### config.mk
export PLATFORM = sky130hd
export DESIGN_NAME = mux_arb_pipe
export DESIGN_NICKNAME = d
export VERILOG_FILES = /design/src/rtl/mux_arb_pipe.sv
export SDC_FILE = /design/constraint.sdc
export NUM_CORES = 1
export LEC_CHECK = 0
export ABC_AREA = 1
export CORE_AREA = 2 2 130 132
export CTS_CLUSTER_DIAMETER = 120
export DETAILED_ROUTE_END_ITERATION = 6
export DIE_AREA = 0 0 132 134
export PLACE_DENSITY = 0.8
export SYNTH_ARGS = -nofsm -noshare
export SYNTH_HDL_FRONTEND = slang
export SYNTH_SLANG_ARGS = --single-unit
### constraint.sdc
create_clock -name clk -period 3 [get_ports clk]
set_clock_uncertainty 0.15 [all_clocks]
set_input_delay 0.6 -clock clk [delete_from_list [all_inputs] [get_ports clk]]
set_output_delay 0.6 -clock clk [all_outputs]
set_load 0.01 [all_outputs]
### src/rtl/mux_arb_pipe.sv
// Registered N:1 word selector with valid/ready on every channel.
// Direct-select or round-robin arbitration feeds a single back-pressured output register.
module mux_arb_pipe #(
    parameter int WIDTH  = 64,
    parameter int NUM_IN = 4,
    parameter int SEL_W  = 2
) (
    input  logic                    clk,
    input  logic                    reset,
    input  logic                    mode,
    input  logic [SEL_W-1:0]        sel,
    input  logic [NUM_IN*WIDTH-1:0] in_data,
    input  logic [NUM_IN-1:0]       in_valid,
    output logic [NUM_IN-1:0]       in_ready,
    output logic [WIDTH-1:0]        out_data,
    output logic [SEL_W-1:0]        out_ch,
    output logic                    out_valid,
    input  logic                    out_ready
);

    logic [WIDTH-1:0] data_q, data_d;
    logic [SEL_W-1:0] ch_q, ch_d;
    logic             valid_q, valid_d;
    logic [SEL_W-1:0] rr_ptr_q, rr_ptr_d;

    logic [SEL_W-1:0] rr_grant;
    logic             rr_found;
    logic [SEL_W-1:0] idx;
    logic [SEL_W-1:0] grant;
    logic             grant_ok;
    logic             take;
    logic             xfer;

    // Descending scan so the channel closest to rr_ptr is written last and wins.
    always_comb begin
        rr_grant = rr_ptr_q;
        rr_found = 1'b0;
        idx      = '0;
        for (int i = NUM_IN - 1; i >= 0; i--) begin
            idx = rr_ptr_q + SEL_W'(i);
            if (in_valid[idx]) begin
                rr_grant = idx;
                rr_found = 1'b1;
            end
        end
    end

    always_comb begin
        grant    = mode ? rr_grant : sel;
        grant_ok = mode ? rr_found : 1'b1;
        take     = !valid_q || out_ready;
        in_ready = '0;
        if (!reset && take && grant_ok) begin
            in_ready = NUM_IN'(1) << grant;
        end
        xfer = |(in_valid & in_ready);
    end

    always_comb begin
        data_d   = data_q;
        ch_d     = ch_q;
        valid_d  = valid_q;
        rr_ptr_d = rr_ptr_q;
        if (xfer) begin
            data_d  = in_data[grant*WIDTH +: WIDTH];
            ch_d    = grant;
            valid_d = 1'b1;
            if (mode) begin
                rr_ptr_d = grant + SEL_W'(1);
            end
        end else if (out_ready) begin
            valid_d = 1'b0;
        end
    end

    always_ff @(posedge clk) begin
        if (reset) begin
            data_q   <= '0;
            ch_q     <= '0;
            valid_q  <= 1'b0;
            rr_ptr_q <= '0;
        end else begin
            data_q   <= data_d;
            ch_q     <= ch_d;
            valid_q  <= valid_d;
            rr_ptr_q <= rr_ptr_d;
        end
    end

    assign out_data  = data_q;
    assign out_ch    = ch_q;
    assign out_valid = valid_q;

endmodule

# --- After elaboration in Yosys (flattened, before gate mapping) ---
# Cells that the tools add are included.
totals:
  ff_bits: 69
  input_bits: 266
  out_inout_bits: 71
  wordCells: 44
classes:
  addsub: 4
  n_lt_le_gt_ge: 4
  shift: 2
  n_mux: 21
  bitwise_logic: 1
  reduce_logical: 8
op_table:
  columns: ["cell", "count"]
  rows:
  - ["variable part select 256 x 9 -> 64 bit", 1]
  - ["less-than comparator 2 x 3 -> 1 bit, second input constant", 4]
  - ["two-way mux 1 bit", 11]
  - ["two-way mux 2 bit", 5]
  - ["binary-select mux 1 bit (select 2 bit)", 4]
  - ["adder 2 x 1 -> 2 bit, second input constant", 2]
  - ["adder 2 bit, second input constant", 2]
  - ["bitwise AND 4 bit", 1]
  - ["two-way mux 4 bit", 1]
  - ["OR reduction 4 bit", 1]
  - ["<< shifter 1 x 2 -> 4 bit, first input constant", 1]
  - ["logical AND 1 bit", 2]
  - ["logical NOT 1 bit", 2]
  - ["AND reduction 2 bit", 1]
  - ["nonzero test 2 bit", 1]
  - ["logical OR 1 bit", 1]

# --- Longest topological paths before layout ---
logic_depth:
  depth_word: 13
  ltp_mapped: 21
  mapped_depth_nobuf: 19

# --- Worst setup path before layout ---
# OpenSTA, ideal clock, no wires.
synth_path:
  path_kind: "in2reg"
  startpoint: "in mode"
  endpoint: "reg data_q[13] (netlist: out_data[13])"
  setup_time_ps: 116
  t_arrival_ps: 2175
  path_slack_ps: 559
  stages: 14
  path_cell_list: "buf_2 > inv_1 > a31oi_1 > nand2_1 > o21ai_2 > nand4_1 > nor2_2 > inv_2 > nand2_1 > nor2_2 > buf_6 > buf_6 > nor2_1 > nor2_1"
synth_via:
  elab_chain_len: 5
synth_rtl:
  columns: ["item", "line", "text"]
  rows:
  - ["start, declared", "10", "input logic mode,"]
  - ["branches (longest 5 deep; another with variable part select 256 x 9 -> 64 bit)", null, null]
  - ["end signal, assigned", "83", "data_q <= data_d;"]
  - ["end, declared", "21", "logic [WIDTH-1:0] data_q, data_d;"]
# Several ways; the timed one is not identified.
# A chain may end at the register's enable or synchronous reset.

# --- Final worst setup path ---
layout_path:
  startpoint: "in in_valid[1]"
  endpoint: "out in_ready[1]"
layout_via:
  elab_chain_len: 9
layout_rtl:
  columns: ["item", "line", "text"]
  rows:
  - ["start, declared", "13", "input logic [NUM_IN-1:0] in_valid,"]
  - ["binary-select mux 1 bit (select 2 bit)", "41", "if (in_valid[idx]) begin"]
  - ["two-way mux 1 bit (implied by the code)", "41", null]
  - ["two-way mux 2 bit or two-way mux 1 bit (tied branches) (4 in a row)", "41", null]
  - ["two-way mux 2 bit or two-way mux 1 bit (tied branches)", "49, 50", null]
  - ["<< shifter 1 x 2 -> 4 bit or logical AND 1 bit (tied branches)", "54, 53", null]
  - ["two-way mux 4 bit (*)", "53", "if (!reset && take && grant_ok) begin"]
  - ["end, declared", "14", "output logic [NUM_IN-1:0] in_ready,"]
# Mark *: on every way between the ends. The rest lies on a longest branch, timed or not. The select of a mux whose other input is x is not followed.

==> impl_results.md <==
- Status: finished clean
- Worst reg2reg path depth: 15
- Die Height: approximately 130 um
- Post-DP Area: between 8000 and 9000 um^2
- PwrDens: 514.5 nW/um^2
- Antenna Nets Post-Route: 0
- LEAKAGE: 3.532 nW
- Inst Count DP: 1,303
- Maximum VDD drop: 0.3327 mV
- Ys Warns: 0
- First-pass GRT wire length: 31,110 um
- Core footprint: approximately 16,000 um^2
- Hold path depth: 2
- Crit path kind: input pin to output port
- Final setup fails: 0
- Syn Std Cell Area: 4813 um^2
- Max Fclk: 349.2 MHz
- Largest net degree at the start of global routing: 78
- Fin cells: 1,331
- Starting Density: 29.55%
- Detailed Route WL: approximately 21,000 um
- Crit-path slowest cell: dlygate4sd2_1
- Fin. Hold Viols: 0
- Via-per-instance ratio: approximately 5.0
- Distinct cell type count after synthesis: 29
- Slew headroom: 58.11%
- Die ar.: 17,690 um^2
- Fin. max-slew vios: 0
- Grt total ovfl: 0
- Cells along the critical path: dlygate4sd2_1 > inv_1 > nand2_1 > nand3_1 > nand2_1 > buf_4 > nor3_1 > a21oi_2 > nand4_1 > inv_2 > buf_4
- Drt pass-1 iters: 5
- Syn avg cell area: 6.235 um^2
- Routed WL per cell: 15.86 um
- CTS Sinks: 69
- Port buffer count: 336
- Required @ worst endpoint: roughly 2300 ps
- Syn Nets: 1,038
- Reg clk slew, reported paths: 60 ps
- I/O pins: about 340
- Seq/Total Area, Yosys: 28.70%
- Delay of the slowest cell on the worst path: 270 ps
- Critical Path AT: between 2000 and 2500 ps
- Crit path max fanout: 4
- Setup slack at placement: -520.2 ps
- Fin util: 55.63%
- CP startpoint kind: input pin
- Initial detailed-routing violation count: 309
- Crit path time final: 2864 ps
- Ant. Diodes: 0
- Most common cell after layout, fill and taps aside: clkdlybuf4s50_1
- Total GRT Usage: 21.70%
- Post-route cell area: 9061 um^2
- Worst slew pin tran: 628.3 ps
- Area grow syn2layout: 88.25%
- Max-cap violations: 0
- Commonest cells after routing, fill and taps aside: 328 x clkdlybuf4s50_1, 187 x nor2_1, 110 x nand3_1
- CTS max path bufs: 2
- Share of layout cells above drive strength 1: a little over a tenth
- Worst Slack Setup Final: 136.4 ps
- Number of global-route vias before repair: 6,276
- Initial antenna violation count: 0
- TritonCTS clock tree: built
- CTS root buf: clkbuf_16
- # DRC: 0
- H-tree Lvls: 3
- Synthesized netlist cell count: 772
- Via total after detailed routing: 6,612
- Final-stage net count: 1,372
- Worst Hold Class: register to register
- Num CTS Buffers: 9
- Post-CTS Hold Fix Bufs: 0
- Worst skew pair latency: between 300 and 400 ps
- Tcrit/Tclk final: a little over nine tenths
- Placement Rows: 47
- Total power: 4.662 mW
- Critical path capture point type: output port
- Hpwl dp: 14,720 um
- Yosys reg bits: between 60 and 70
- Routability Congestion: around 0.88
- Die width: 132 um
[registers in the layout, indices dropped and copies added, names as in the netlist]
signal	flops
rr_ptr_q	2
out_data	64
out_valid	1
out_ch	2
[report_power, final]
group	internal (mW)	total, mW	switching [mW]
sequential	1.09	1.17	0.0880
clock	0.723	1.14	0.414
combinational	1.18	2.35	1.17
[synthesized netlist by cell type]
library cell  instances  area share, %
nor2_1              188             15
nand3_1             112             12
o21ai_0             110             11
nand2_1              80            6.2
dfxtp_1              69             29
o211ai_1             51            8.0
buf_2                38            4.0
a21oi_1              25            2.6
inv_1                16            1.2
clkbuf_1             15            1.2
o21ai_1              13            1.4
buf_6                 9            2.1
buf_4                 7            1.1
o21ai_2               6            1.1
a21oi_2               5           0.91
inv_2                 5           0.39
nor2_2                5           0.65
nand4_1               4           0.52
nand2_2               3           0.39
nand3_2               2           0.42
a21oi_4               1           0.34
a31oi_1               1           0.13
buf_1                 1          0.078
inv_4                 1           0.13
nand2_4               1           0.23
nand3b_1              1           0.16
nor3_1                1           0.10
or2_2                 1           0.13
xor2_1                1           0.18
[per-layer routing]
layer / GRT usage (%) / wire length, um / up-vias
met2: 38.43 / 10310 / 302
li1: - / - / 3302
met1: 24.46 / 8485 / 2973
met4: 9.360 / 591 / 0
met3: 6.047 / 1723 / 35
met5: 0 / 0 / -
[stage by stage]
step / TNS [ps] / hold WS, ps
6_report: 0 / 318.2
3_3_place_gp: -18740 / 301.7
2_1_floorplan: 0 / 338.4
5_1_grt: -28.19 / 338.9
4_1_cts: 0 / 316.2
3_5_place_dp: -21650 / 306.6
[layout make-up]
type | instances | area [um^2]
inverter | 22 | 87.58
clock buffer | 9 | 225.2
sequential | 69 | 1381
multi-input combinational | 612 | 3039
tap | 220 | 275.3
fill | 1534 | 7228
timing repair buffer | 392 | 3963
clock inverter | 7 | 90.09
[timing repair]
item                                    4_1_cts  5_1_grt
cloned                                        0        6
resized for setup                            19       41
pin swaps                                     3       12
buffers inserted                              1        5
endpoints found under the setup margin        4       71
[logic make-up (layout without fill, tap and decap cells)]
| kind of cell | count (synthesis) | count (layout) | synth area share [%] |
|---|---|---|---|
| AND/OR/NAND/NOR | 398 | 399 | 35.14 |
| XOR/XNOR | 1 | 1 | 0.1820 |
| AO/OA/AOI/OAI | 212 | 212 | 25.81 |
| flip-flops | 69 | 69 | 28.70 |
| buffers and inverters | 92 | 430 | 10.16 |
[path summary, 6_finish.rpt]
| path | from | to | slack, ps |
|---|---|---|---|
| worst max-delay path | in_valid[1] | in_ready[1] | 140 |
| worst min-delay path | out_data[42]$_SDFFE_PP0P_ | out_data[42]$_SDFFE_PP0P_ | 320 |
| worst max register to register | rr_ptr_q[0]$_SDFFE_PP0P_ | out_data[12]$_SDFFE_PP0P_ | 200 |
| worst min register to register | out_data[42]$_SDFFE_PP0P_ | out_data[42]$_SDFFE_PP0P_ | 320 |
[worst max-delay path: cells and delay by family]
kind / cells / cell delay (ps)
buffers and inverters: 5 / 670
and+or+nand+nor: 5 / 690
AOI/OAI and AO/OA: 1 / 140
No activity file was read; power rests on OpenSTA's default activity.
